===== src/rtl/conv_pool_collect.sv =====
// conv_pool_collect
// Output-side collector for the binary conv/pool channel array. Pixel vectors
// arrive one per pooled window position in raster order (x fastest) and are
// stored as [c][r][x]. A complete map is then drained channel-major, one OUT_W
// bit row per beat (r fastest), performing the position-major to
// channel-major corner turn.
//
// Build option: define CONV_COLLECT_PINGPONG_EN for a two-bank buffer, so the
// next frame can fill while the previous one drains. Without it a single
// bank alternates strictly between FILL and DRAIN.
//
// out_valid, out_data and out_last are decoded only from registered state
// (FSM / bank flags, drain counters, buffer), never from out_ready or in_valid.

module conv_pool_collect #(
    parameter int CHAN_OUT = 18,
    parameter int OUT_H    = 4,
    parameter int OUT_W    = 4
) (
    input  logic                clk,
    input  logic                rst,
    input  logic                in_valid,
    output logic                in_ready,
    input  logic [0:CHAN_OUT-1] in_pixel,
    output logic                out_valid,
    input  logic                out_ready,
    output logic [OUT_W-1:0]    out_data,
    output logic                out_last
);

    localparam int CW = (CHAN_OUT > 1) ? $clog2(CHAN_OUT) : 1;
    localparam int RW = (OUT_H > 1) ? $clog2(OUT_H) : 1;
    localparam int XW = (OUT_W > 1) ? $clog2(OUT_W) : 1;

    localparam logic [CW-1:0] C_LAST = CW'(CHAN_OUT - 1);
    localparam logic [RW-1:0] R_LAST = RW'(OUT_H - 1);
    localparam logic [XW-1:0] X_LAST = XW'(OUT_W - 1);

    // Write-side raster counters
    logic [XW-1:0] wr_x_r;
    logic [RW-1:0] wr_y_r;
    // Drain-side counters
    logic [CW-1:0] rd_c_r;
    logic [RW-1:0] rd_r_r;

    // Handshake qualifiers
    logic in_ready_s;
    logic out_valid_s;
    logic wr_fire_s;
    logic wr_end_s;
    logic rd_fire_s;
    logic rd_end_s;
    logic rd_at_last_s;

    logic [OUT_W-1:0] out_data_s;
    logic             out_last_s;

    assign wr_fire_s    = in_valid && in_ready_s;
    assign wr_end_s     = wr_fire_s && (wr_x_r == X_LAST) && (wr_y_r == R_LAST);
    assign rd_at_last_s = (rd_c_r == C_LAST) && (rd_r_r == R_LAST);
    assign rd_fire_s    = out_valid_s && out_ready;
    assign rd_end_s     = rd_fire_s && rd_at_last_s;

`ifdef CONV_COLLECT_PINGPONG_EN

    // Two banks; full_r[b] marks a completely written, not yet drained frame.
    logic [OUT_W-1:0] mem_r [2][CHAN_OUT][OUT_H];
    logic [1:0]       full_r;
    logic [1:0]       full_nxt_s;
    logic             wr_bank_r;
    logic             wr_bank_nxt_s;
    logic             rd_bank_r;
    logic             rd_bank_nxt_s;

    // Bank-state register: full flags and fill/drain bank pointers
    always_ff @(posedge clk) begin
        if (rst) begin
            full_r    <= 2'b00;
            wr_bank_r <= 1'b0;
            rd_bank_r <= 1'b0;
        end else begin
            full_r    <= full_nxt_s;
            wr_bank_r <= wr_bank_nxt_s;
            rd_bank_r <= rd_bank_nxt_s;
        end
    end

    // Next bank state: completed fill marks its bank full, completed drain frees its bank
    always_comb begin
        full_nxt_s    = full_r;
        wr_bank_nxt_s = wr_bank_r;
        rd_bank_nxt_s = rd_bank_r;
        if (wr_end_s) begin
            full_nxt_s[wr_bank_r] = 1'b1;
            wr_bank_nxt_s         = ~wr_bank_r;
        end else begin
            wr_bank_nxt_s = wr_bank_r;
        end
        if (rd_end_s) begin
            full_nxt_s[rd_bank_r] = 1'b0;
            rd_bank_nxt_s         = ~rd_bank_r;
        end else begin
            rd_bank_nxt_s = rd_bank_r;
        end
    end

    // Handshake decode: accept while the fill bank is free, present while the drain bank is full
    always_comb begin
        in_ready_s  = 1'b0;
        out_valid_s = 1'b0;
        if (rst) begin
            in_ready_s  = 1'b0;
            out_valid_s = full_r[rd_bank_r];
        end else begin
            in_ready_s  = ~full_r[wr_bank_r];
            out_valid_s = full_r[rd_bank_r];
        end
    end

    // Buffer write of one pixel vector across all channels (contents not reset)
    always_ff @(posedge clk) begin
        if (wr_fire_s) begin
            for (int c = 0; c < CHAN_OUT; c++) begin
                mem_r[wr_bank_r][c][wr_y_r][wr_x_r] <= in_pixel[c];
            end
        end
    end

    // Drain row selection from the bank being drained
    always_comb begin
        out_data_s = {OUT_W{1'b0}};
        out_last_s = 1'b0;
        if (out_valid_s) begin
            out_data_s = mem_r[rd_bank_r][rd_c_r][rd_r_r];
            out_last_s = rd_at_last_s;
        end else begin
            out_data_s = {OUT_W{1'b0}};
            out_last_s = 1'b0;
        end
    end

`else

    typedef enum logic [0:0] {
        ST_FILL  = 1'b0,
        ST_DRAIN = 1'b1
    } state_t;

    logic [OUT_W-1:0] mem_r [CHAN_OUT][OUT_H];
    state_t           state_r;
    state_t           state_nxt_s;

    // FSM state register
    always_ff @(posedge clk) begin
        if (rst) begin
            state_r <= ST_FILL;
        end else begin
            state_r <= state_nxt_s;
        end
    end

    // FSM next state: last pixel of the map starts the drain, last beat returns to fill
    always_comb begin
        state_nxt_s = state_r;
        case (state_r)
            ST_FILL: begin
                if (wr_end_s) begin
                    state_nxt_s = ST_DRAIN;
                end else begin
                    state_nxt_s = ST_FILL;
                end
            end
            ST_DRAIN: begin
                if (rd_end_s) begin
                    state_nxt_s = ST_FILL;
                end else begin
                    state_nxt_s = ST_DRAIN;
                end
            end
            default: begin
                state_nxt_s = ST_FILL;
            end
        endcase
    end

    // FSM outputs: in_ready only in FILL (and never during reset), out_valid only in DRAIN
    always_comb begin
        in_ready_s  = 1'b0;
        out_valid_s = 1'b0;
        case (state_r)
            ST_FILL: begin
                in_ready_s  = ~rst;
                out_valid_s = 1'b0;
            end
            ST_DRAIN: begin
                in_ready_s  = 1'b0;
                out_valid_s = 1'b1;
            end
            default: begin
                in_ready_s  = 1'b0;
                out_valid_s = 1'b0;
            end
        endcase
    end

    // Buffer write of one pixel vector across all channels (contents not reset)
    always_ff @(posedge clk) begin
        if (wr_fire_s) begin
            for (int c = 0; c < CHAN_OUT; c++) begin
                mem_r[c][wr_y_r][wr_x_r] <= in_pixel[c];
            end
        end
    end

    // Drain row selection; zero whenever no beat is presented
    always_comb begin
        out_data_s = {OUT_W{1'b0}};
        out_last_s = 1'b0;
        if (out_valid_s) begin
            out_data_s = mem_r[rd_c_r][rd_r_r];
            out_last_s = rd_at_last_s;
        end else begin
            out_data_s = {OUT_W{1'b0}};
            out_last_s = 1'b0;
        end
    end

`endif

    // Write counters: raster order, x fastest, both wrap after the final position
    always_ff @(posedge clk) begin
        if (rst) begin
            wr_x_r <= {XW{1'b0}};
            wr_y_r <= {RW{1'b0}};
        end else if (wr_fire_s) begin
            if (wr_x_r == X_LAST) begin
                wr_x_r <= {XW{1'b0}};
                if (wr_y_r == R_LAST) begin
                    wr_y_r <= {RW{1'b0}};
                end else begin
                    wr_y_r <= wr_y_r + RW'(1);
                end
            end else begin
                wr_x_r <= wr_x_r + XW'(1);
            end
        end else begin
            wr_x_r <= wr_x_r;
            wr_y_r <= wr_y_r;
        end
    end

    // Drain counters: row fastest, channel slowest, both wrap after the last beat
    always_ff @(posedge clk) begin
        if (rst) begin
            rd_c_r <= {CW{1'b0}};
            rd_r_r <= {RW{1'b0}};
        end else if (rd_fire_s) begin
            if (rd_r_r == R_LAST) begin
                rd_r_r <= {RW{1'b0}};
                if (rd_c_r == C_LAST) begin
                    rd_c_r <= {CW{1'b0}};
                end else begin
                    rd_c_r <= rd_c_r + CW'(1);
                end
            end else begin
                rd_r_r <= rd_r_r + RW'(1);
            end
        end else begin
            rd_c_r <= rd_c_r;
            rd_r_r <= rd_r_r;
        end
    end

    assign in_ready  = in_ready_s;
    assign out_valid = out_valid_s;
    assign out_data  = out_data_s;
    assign out_last  = out_last_s;

endmodule


===== config.mk =====
export PLATFORM = sky130hd
export DESIGN_NAME = conv_pool_collect
export DESIGN_NICKNAME = d
export VERILOG_FILES = /design/src/rtl/conv_pool_collect.sv
export SDC_FILE = /design/constraint.sdc
export NUM_CORES = 1
export LEC_CHECK = 0
export ABC_AREA = 1
export CAP_MARGIN = 20
export CORE_ASPECT_RATIO = 1.2
export CORE_MARGIN = 3
export CORE_UTILIZATION = 50
export DETAILED_ROUTE_END_ITERATION = 10
export MAX_ROUTING_LAYER = met4
export PLACE_DENSITY = 0.74
export SLEW_MARGIN = 15
export SYNTH_ARGS = -nofsm -noshare
export SYNTH_HDL_FRONTEND = slang
export SYNTH_SLANG_ARGS = --single-unit

===== constraint.sdc =====
create_clock -name clk -period 4.4 [get_ports clk]
set_input_delay 1.1 -clock clk [delete_from_list [all_inputs] [get_ports clk]]
set_output_delay 1.1 -clock clk [all_outputs]
set_load 0.01 [all_outputs]

==> results of run 1 <==
## registers in the layout (all words and copies together), names as in the netlist, named ones only
register  flops
state_r       1
wr_x_r        2
rd_c_r        5
wr_y_r        2
mem_r       288
rd_r_r        2
## placed cells by master, fill, tap and decap left out, types with 4 or more instances in the layout
cell type and n:
clkbuf_1 10, o211ai_1 4, o21ai_1 4, clkinv_2 5, a21oi_1 26, clkbuf_16 30, clkdlybuf4s50_1 28, dfxtp_1 15
buf_4 22, nor2_2 7, nor3_2 9, o21ai_0 16, bufinv_16 4, nor2_1 43, ha_1 11, edfxtp_1 288
nand2_1 439, inv_1 141, nand3_1 153
## power by group through the flow
stage	Combinational [W]	Clock, W	Sequential [W]
2_1_floorplan	0.0000339	0	0.00327
3_3_place_gp	0.000122	0	0.00327
3_5_place_dp	0.000125	0	0.00327
4_1_cts	0.000126	0.00248	0.00321
5_1_grt	0.000135	0.00261	0.00321
6_report	0.000123	0.00246	0.00321
## cell usage after synthesis, drive strengths merged
cell	n
a211oi	3
a21oi	26
a2bb2oi	1
buf	46
clkbuf	15
clkinv	1
dfxtp	17
edfxtp	288
ha	11
inv	143
nand2	439
nand3	153
nand4	3
nor2	50
nor3	10
o211ai	4
o21ai	20
o31ai	1
xor2	3
## routing by layer
metal / track usage [%] / wire, um / up-vias / share of wire, %
li1: - / - / 4117 / -
met1: 25.90 / 11100 / 4115 / 37
met3: 3.705 / 2853 / 83 / 9.5
met5: - / 0 / - / 0
met4: 9.223 / 1343 / 0 / 4.4
met2: 36.38 / 14890 / 446 / 49
## tightest hold or removal path, cell delays in order, from the launching register on
cell and delay, ns:
dfxtp_1 0.33, inv_1 0.09, a21oi_1 0.06
## kinds of logic after synthesis
logic type      after synthesis
flops                       305
simple gates                655
xor+xnor                      3
fa+ha+maj                    11
buf+inv                     205
compound gates               55
## cell type report
class | count | area, sq um | area share, %
inverters | 144 | 548.0 | 3.727
clock buffers | 40 | 777.0 | 5.284
well taps | 330 | 412.9 | 2.808
clock inverters | 11 | 152.6 | 1.038
flip-flops and latches | 305 | 8994 | 61.16
multi-input cells | 724 | 3196 | 21.73
repair buffers | 58 | 624.3 | 4.246
## stage by stage
stage	area, sq um	utilization, %	setup WS, ns	hold slack (ns)	power [W]
6_report	14700	57.56	0.1455	0.5284	0.005790
3_5_place_dp	13700	53.62	0.5990	0.5203	0.003393
4_1_cts	14630	57.26	0.01239	0.5295	0.005811
3_3_place_gp	13700	53.62	0.6217	0.5072	0.003388
5_1_grt	14700	57.56	0.01299	0.5830	0.005947
2_1_floorplan	13030	-	1.088	0.4897	0.003300
## worst min path at each step
stage                                 startpoint                     end  slack, ns  depth (start not counted)
after floorplan           wr_y_r[1]$_SDFFE_PP0N_  wr_y_r[1]$_SDFFE_PP0N_       0.49                          2
after global placement    wr_y_r[1]$_SDFFE_PP0N_  wr_y_r[1]$_SDFFE_PP0N_       0.51                          2
after detailed placement  wr_y_r[1]$_SDFFE_PP0N_  wr_y_r[1]$_SDFFE_PP0N_       0.52                          2
after CTS                 wr_y_r[1]$_SDFFE_PP0N_  wr_y_r[1]$_SDFFE_PP0N_       0.53                          2
after global routing      wr_y_r[1]$_SDFFE_PP0N_  wr_y_r[1]$_SDFFE_PP0N_       0.58                          2
final                     wr_y_r[1]$_SDFFE_PP0N_  wr_y_r[1]$_SDFFE_PP0N_       0.53                          2
==> results.md, run 1 <==
- WP depth: 14
- Critical Path AT: 3.15 ns
- Internal: 0.004686 W
- Cts hold-fix bufs: 0
- Area share of the largest cell type after synthesis: 66.35%
- Setup bufs post-CTS: 0
- CP Class: flip-flop to output pin
- Synth Area in XOR/XNOR: 0.2016%
- Largest family of logic cells by synthesized area: simple AND/OR/NAND/NOR gates
- IO buf count: 28
- Mux contribution to synthesized area: 0%
- Final ANT Viol Nets: 0
- CP Capture Point: out_data[2]
- R2R depth: 6
- Netlist cell types: 26
- Final TNS setup: 0 ns
- Ports: 29
- Synth Area in Adders: 1.056%
- Cell Area, Synth: 13030 sq um
- Worst vdd rail ir drop: 0.3806 mV
- Mapped Nets: 1267
- Register-to-register setup slack: 2.01 ns
- Layout cells sized above 1: 6.942%
- CP Capture Type: output pin
- Largest net degree at the start of global routing: 132
- Clk buf depth: 3
- Post-cts resize count: 0
- Max-slew violation count: 0
- Worst-path maximum fanout: 41
- Slew headroom: 36.61%
- Fin. Hold Viols: 0
- Pwr/cell area: 393.8 nW/um^2
- Vias: 8761
- Core Region: 25540 sq um
- Hold Crit Class: flip-flop to flip-flop
- DRT iter0 DRCs: 936
- Fin Clk Skew: 0.02413 ns
- Register bit count reported by yosys: 305
- Placed cell count: 1559
- Max-Cap Viols: 0
- Clk pwr share: 42.5%
- CTS tree: built
- Synth Instances: 1234
- Worst-Skew Late Latency: 0.55 ns
- Fin cells: 1612
- Initial Utilization: 51.02%
- Initial antenna violation count: 0
- Sw frac: 19.07%
- Total GRT Usage: 21.59%
- Leakage power total: 5.828 nW
- Simple-gate share of the synthesized area: 20.49%
- Reg-to-Reg End: mem_r[16][11]$_DFFE_PP_
- Yosys warns: 0
- Clock-pin slew on the worst setup and hold paths: 0.06 ns
- CP startpoint kind: flip-flop
- Logic pwr share: 2.1%
- Slowest cell delay on critical path: 0.58 ns
- Tmin final: 4.254 ns
- Die width: 153.4 um
- Final WL: 30190 um
- Vias per cell: 5.435
- Filler cells: 2038
- Buf/Inv on CP: 3
- Final setup fails: 0
- Ant. Diodes: 0
- Fin crit share: 96.69%
- CP top delay family: simple AND/OR/NAND/NOR gates
- Die area: 28050 sq um
- Reg power frac: 55.4%
- Total CTS buffers: 28
- Ordered cell list for the critical path: inv_8 -> buf_12 -> nand2_1 -> nand3_1 -> nand3_1 -> nand3_1 -> nand2_1 -> nand2_1 -> nand2_1 -> nand2_1 -> nand2_1 -> nand2_1 -> nor2_1 -> clkdlybuf4s50_1
- Worst EP required: 3.30 ns
- Avg WL per Cell: 18.73 um
- Top cells by area, synth: edfxtp_1 (66%), nand2_1 (13%), nand3_1 (5.9%)
- Switching power: 0.001104 W
- Chip Height: 182.9 um
- Reg-to-reg critical path startpoint: state_r$_SDFF_PP0_
- Unrepaired setup endpoints after global routing: false
- Sequential area share after synthesis: 68.96%
- Worst slew pin tran: 0.9479 ns
- Critical path's most frequent cell: nand2_1
- Placer Congestion: 0.9372
- Vias in the first global route: 8478
- Detail Placement HPWL: 17450 um
- Clk sinks: 305
- Slowest-stage cell, CP: clkdlybuf4s50_1
- Max Fclk: 235.0 MHz
- Post-layout nets: 1294
- Drt pass-1 iters: 5
- Syn_area_per_cell: 10.56 sq um
- First-pass GRT wire length: 45980 um
- Root buffer cell: clkbuf_16
- Complex-gate fraction of the synthesized area: 2.294%
- Area growth, synth to finish: 12.82%
- Status: complete, no violations
- H-tree depth: 1
- Drc violations: 0
- FP Rows: 64
- Global route total overflow: 0
- Area leader, netlist: edfxtp_1
(Power assumes the default switching activity.)
==> inputs of run 2 (changes only) <==
HOLD_SLACK_MARGIN = 0.02   (was default)
RECOVER_POWER = 100   (was default)
==> results.md, run 2 (synthesized netlist as in run 1, its figures left out) <==
- Largest net degree at the start of global routing: 132 (unchanged)
- Drt pass-1 iters: 5 (unchanged)
- Clk sinks: 305 (unchanged)
- Chip Height: 182.9 um (unchanged)
- Ports: 29 (unchanged)
- Vias: 8747 (was 8761)
- Post-route worst setup slack: 0.1612 ns (was 0.1455 ns)
- Global route total overflow: 0 (unchanged)
- Unrepaired setup endpoints after global routing: false (unchanged)
- Placer Congestion: 0.9372 (unchanged)
- Final TNS setup: 0 ns (unchanged)
- H-tree depth: 1 (unchanged)
- Dpl ws: 0.5990 ns (unchanged)
- Filler cells: 2068 (was 2038)
- Detail Placement HPWL: 17450 um (unchanged)
- First-pass GRT wire length: 45980 um (unchanged)
- Commonest non-fill, non-tap cell in the layout: nand2_1 (unchanged)
- Register-to-register setup slack: 1.56 ns (was 2.01 ns)
- Initial Utilization: 51.02% (unchanged)
- Root buffer cell: clkbuf_16 (unchanged)
- Biggest regs: mem_r (288), rd_c_r (5) (unchanged)
- Layout cells sized above 1: 4.446% (was 6.942%)
- Fin cells: 1612 (unchanged)
- Logic pwr share: 2.0% (was 2.1%)
- Tmin final: 4.239 ns (was 4.254 ns)
- Vias per cell: 5.426 (was 5.435)
- Max-slew violation count: 0 (unchanged)
- Hold Crit Class: flip-flop to flip-flop (unchanged)
- Status: complete, no violations (unchanged)
- Max-Cap Viols: 0 (unchanged)
- Switching power: 0.001101 W (was 0.001104 W)
- Total GRT Usage: 21.59% (unchanged)
- Vias in the first global route: 8478 (unchanged)
- Core Region: 25540 sq um (unchanged)
- CTS tree: built (unchanged)
- Setup bufs post-CTS: 0 (unchanged)
- Commonest non-fill, non-tap cells in the layout: nand2_1 (439), edfxtp_1 (288), nand3_1 (153) (unchanged)
- Area growth, synth to finish: 11.80% (was 12.82%)
- Worst-Skew Late Latency: 0.55 ns (about the same)
- Critical Path AT: 3.14 ns (was 3.15 ns)
- Clk buf depth: 3 (unchanged)
- Worst slew pin tran: 1.376 ns (was 0.9479 ns)
- CP Capture Type: output pin (unchanged)
- Sw frac: 19.04% (was 19.07%)
- DRT iter0 DRCs: 906 (was 936)
- Post-layout nets: 1294 (unchanged)
- CP startpoint kind: flip-flop (unchanged)
- Initial antenna violation count: 0 (unchanged)
- Internal: 0.004680 W (was 0.004686 W)
- Placed cell count: 1559 (unchanged)
- Clk pwr share: 42.6% (was 42.5%)
- Die area: 28050 sq um (unchanged)
- Ant. Diodes: 0 (unchanged)
- IO buf count: 28 (unchanged)
- Fin. Hold Viols: 0 (unchanged)
- Slew headroom: 8.264% (was 36.61%)
- Final ANT Viol Nets: 0 (unchanged)
- Max reg flops: 288 (unchanged)
- Avg WL per Cell: 18.76 um (was 18.73 um)
- Clock-pin slew on the worst setup and hold paths: 0.06 ns (about the same)
- FP Rows: 64 (unchanged)
- Max Fclk: 235.9 MHz (was 235.0 MHz)
- Final WL: 30250 um (was 30190 um)
- Worst-path maximum fanout: 66 (was 41)
- Fin crit share: 96.34% (was 96.69%)
- Die width: 153.4 um (unchanged)
- Leakage power total: 5.761 nW (was 5.828 nW)
- Reg power frac: 55.4% (about the same)
- Worst vdd rail ir drop: 0.3817 mV (was 0.3806 mV)
- Final setup fails: 0 (unchanged)
- Overall Power: 0.005781 W (was 0.005790 W)
- Pwr/cell area: 396.7 nW/um^2 (was 393.8 nW/um^2)
- Most flops, register: mem_r (unchanged)
- Drc violations: 0 (unchanged)
- CP Class: flip-flop to output pin (unchanged)
- Fin Clk Skew: 0.02256 ns (was 0.02413 ns)
- Worst EP required: 3.30 ns (about the same)
- Total CTS buffers: 28 (unchanged)
-- run 2: cell types whose count changed in the layout (fill, tap and decap cells not counted) --
cell / change
nor3_1: +9
clkbuf_1: +18
nor2_1: +5
buf_4: -18
dlygate4sd3_1: +23
nor2_2: -5
nor3_2: -9
clkdlybuf4s50_1: -23
buf_16: -1
buf_12: +1
-- run 2: worst paths after layout --
| check | startpoint | end | depth (start not counted) |
|---|---|---|---|
| max | flip-flop | out_data[2] | 12 |
| min | wr_y_r[1]$_SDFFE_PP0N_ | wr_y_r[1]$_SDFFE_PP0N_ | 2 |
| max reg2reg | state_r$_SDFF_PP0_ | mem_r[13][11]$_DFFE_PP_ | 6 |
| min reg2reg | wr_y_r[1]$_SDFFE_PP0N_ | wr_y_r[1]$_SDFFE_PP0N_ | 2 |
-- run 2: layer usage --
metal / up-vias / share of wire [%] / global-route usage [%]
met2: 381 / 50 / 36.38
met1: 4157 / 38 / 25.90
met5: - / 0 / -
met4: 0 / 4.6 / 9.223
li1: 4119 / - / -
met3: 90 / 8.0 / 3.705
-- run 2: timing repair --
| action | CTS | global route |
|---|---|---|
| endpoints found under the setup margin | 0 | 4 |
| gates resized for setup | 0 | 5 |
| hold buffers | 0 | 0 |
-- run 2: layout make-up --
type | count | area [sq um] | area share [%]
flip-flops and latches | 305 | 8994 | 61.72
multi-input cells | 724 | 3138 | 21.54
clock buffers | 40 | 777.0 | 5.332
repair buffers | 58 | 549.3 | 3.770
inverters | 144 | 548.0 | 3.761
well taps | 330 | 412.9 | 2.834
clock inverters | 11 | 152.6 | 1.048
-- run 2: worst max-delay path, stage by stage (launching register included) --
cell and delay (ns):
dfxtp_4 0.54, buf_12 0.31, nor2_1 0.09, nor2_1 0.08, o21ai_0 0.08, nand3_1 0.07
nand3_1 0.13, nand2_1 0.16, nand2_1 0.06, nand2_1 0.07, a21oi_1 0.07, nor2_1 0.24
clkdlybuf4s50_1 0.59
-- run 2: per-stage QoR --
step	hold slack (ns)	instance area [sq um]	utilization, %
floorplan	0.4897	13030	-
global placement	0.5072	13700	53.62
detailed placement	0.5203	13700	53.62
CTS	0.5295	14630	57.26
global route	0.5830	14570	57.04
finish	0.5276	14570	57.04
-- run 2: power by group through the flow --
| stage | Sequential, W | Combinational [W] | Clock (W) |
|---|---|---|---|
| 2_1_floorplan | 0.00327 | 0.0000339 | 0 |
| 3_3_place_gp | 0.00327 | 0.000122 | 0 |
| 3_5_place_dp | 0.00327 | 0.000125 | 0 |
| 4_1_cts | 0.00321 | 0.000126 | 0.00248 |
| 5_1_grt | 0.00321 | 0.000125 | 0.00261 |
| 6_report | 0.00321 | 0.000115 | 0.00246 |
==> inputs of run 3 (changes only) <==
REMOVE_ABC_BUFFERS = 1   (was default)
==> results.md, run 3 (synthesized netlist as in run 1, its figures left out) <==
- Max-slew violation count: 0 (unchanged)
- Drt pass-1 iters: 7 (was 5)
- Register-to-register setup slack: 1.48 ns (was 1.56 ns)
- Fin crit share: 96.02% (was 96.34%)
- Ports: 29 (unchanged)
- Worst EP required: 3.30 ns (about the same)
- Critical Path AT: 3.12 ns (was 3.14 ns)
- CP startpoint kind: flip-flop (unchanged)
- Chip Height: 182.9 um (unchanged)
- Vias in the first global route: 8557 (was 8478)
- Min-delay src: wr_y_r[1]$_SDFFE_PP0N_ (unchanged)
- Max reg flops: 288 (unchanged)
- Max-Cap Viols: 0 (unchanged)
- CP Capture Type: output pin (unchanged)
- DP Area: 13660 sq um (was 13700 sq um)
- CP Class: flip-flop to output pin (unchanged)
- Root buffer cell: clkbuf_16 (unchanged)
- Worst-path maximum fanout: 48 (was 66)
- H-tree depth: 1 (unchanged)
- Reg-to-reg critical path startpoint: state_r$_SDFF_PP0_ (unchanged)
- IO buf count: 28 (unchanged)
- FP Rows: 64 (unchanged)
- Pwr/cell area: 407.0 nW/um^2 (was 396.7 nW/um^2)
- Placer Congestion: 0.8620 (was 0.9372)
- Most flops, register: mem_r (unchanged)
- Unrepaired setup endpoints after global routing: true (was false)
- Fin Clk Skew: 0.02034 ns (was 0.02256 ns)
- Leakage power total: 5.789 nW (was 5.761 nW)
- Critical path's most frequent cell: nand2_1
- Clock-pin slew on the worst setup and hold paths: 0.06 ns (about the same)
- Fin area: 14610 sq um (was 14570 sq um)
- Clk sinks: 305 (unchanged)
- Initial Utilization: 51.02% (unchanged)
- Clk buf depth: 3 (unchanged)
- First-pass GRT wire length: 47090 um (was 45980 um)
- Vias: 8724 (was 8747)
- CTS tree: built (unchanged)
- CP top delay family: simple AND/OR/NAND/NOR gates (unchanged)
- Hold Crit Class: flip-flop to flip-flop (unchanged)
- Reg-to-Reg End: mem_r[15][1]$_DFFE_PP_ (was mem_r[13][11]$_DFFE_PP_)
- Biggest regs: mem_r (288), rd_c_r (5) (unchanged)
- Fin util: 57.20% (was 57.04%)
- Status: complete, no violations (unchanged)
- Layout cells sized above 1: 4.677% (was 4.446%)
- Fin. Hold Viols: 0 (unchanged)
- Tmin final: 4.225 ns (was 4.239 ns)
- Total GRT Usage: 22.17% (was 21.59%)
- Avg WL per Cell: 18.97 um (was 18.76 um)
- Die width: 153.4 um (unchanged)
- Final WL: 30620 um (was 30250 um)
- Worst vdd rail ir drop: 0.4326 mV (was 0.3817 mV)
- Slowest-stage cell, CP: clkdlybuf4s50_1 (unchanged)
- Initial antenna violation count: 1 (was 0)
- Final setup fails: 0 (unchanged)
- Buf/Inv on CP: 3 (was 2)
- Detail Placement HPWL: 17330 um (was 17450 um)
- Final ANT Viol Nets: 0 (unchanged)
- R2R depth: 4 (was 6)
- Worst hold path depth: 2 (unchanged)
- Overall Power: 0.005947 W (was 0.005781 W)
- Commonest non-fill, non-tap cells in the layout: nand2_1 (439), edfxtp_1 (288), nand3_1 (153) (unchanged)
- Die area: 28050 sq um (unchanged)
- Ordered cell list for the critical path: inv_4 -> buf_16 -> nand2_1 -> nand3_1 -> nand3_1 -> nand3_1 -> nand2_1 -> nand2_1 -> nand2_1 -> nand2_1 -> nand2_1 -> nand2_1 -> nor2_1 -> clkdlybuf4s50_1 (was buf_12 -> nor2_1 -> nor2_1 -> o21ai_0 -> nand3_1 -> nand3_1 -> nand2_1 -> nand2_1 -> nand2_1 -> a21oi_1 -> nor2_1 -> clkdlybuf4s50_1)
- Area growth, synth to finish: 12.11% (was 11.80%)
- Vias per cell: 5.405 (was 5.426)
- Drc violations: 0 (unchanged)
- Max Fclk: 236.7 MHz (was 235.9 MHz)
- Endpoint with the worst hold slack: wr_y_r[1]$_SDFFE_PP0N_ (unchanged)
- Post-layout nets: 1294 (unchanged)
- Worst slew pin tran: 1.388 ns (was 1.376 ns)
- Worst-Skew Late Latency: 0.54 ns (was 0.55 ns)
- Global route total overflow: 0 (unchanged)
- Largest net degree at the start of global routing: 96 (was 132)
- Slew headroom: 7.488% (was 8.264%)
- Slowest cell delay on critical path: 0.55 ns (was 0.59 ns)
- Total CTS buffers: 28 (unchanged)
- Core Region: 25540 sq um (unchanged)
- Hold slack: 0.5335 ns (was 0.5276 ns)
- Commonest non-fill, non-tap cell in the layout: nand2_1 (unchanged)
- DRT iter0 DRCs: 948 (was 906)
-- run 3: final cells by class --
cell class                      count  area [sq um]
Fill cell                        2028         10930
Clock buffer                       32         737.0
Timing Repair Buffer               58         515.5
Sequential cell                   305          8994
Antenna cell                        1         2.502
Tap cell                          330         412.9
Multi-Input combinational cell    724          3133
Clock inverter                     20         272.8
Inverter                          144         544.3
-- run 3: worst max path at each step --
stage / startpoint / end / cells after the start
global route: flip-flop / out_data[2] / 12
detailed placement: flip-flop / out_data[2] / 12
finish: flip-flop / out_data[2] / 14
CTS: flip-flop / out_data[2] / 15
floorplan: flip-flop / out_data[2] / 12
global placement: flip-flop / out_data[2] / 15
-- run 3: repair_timing --
item                       CTS  global route
setup endpoints to repair    0             4
resized for setup            0             6
buffers inserted             0             0
hold buffers                 0             0
-- run 3: report_power, final --
| part | internal, W | switching, W |
|---|---|---|
| registers | 0.00320 | 0.00000663 |
| logic | 0.0000245 | 0.0000908 |
| clock network | 0.00161 | 0.00102 |
-- run 3: routing by layer --
metal / GRT usage [%] / vias up / part of all wire (%)
li1: - / 4115 / -
met1: 28.27 / 4158 / 38
met2: 36.33 / 382 / 50
met3: 2.809 / 69 / 8.0
met4: 9.364 / 0 / 3.8
met5: - / - / 0
-- run 3: worst min-delay path, stage by stage (launching register included) --
cell	delay, ns
dfxtp_1	0.33
inv_1	0.10
a21oi_1	0.07
-- run 3: through the flow --
stage	worst slack [ns]	instances	TNS, ns
floorplan	-1.478	1173	-5.905
global placement	0.6973	1560	0
detailed placement	0.7054	1560	0
CTS	0.1254	1612	0
global route	-0.005455	1614	-0.005455
finish	0.1753	1614	0
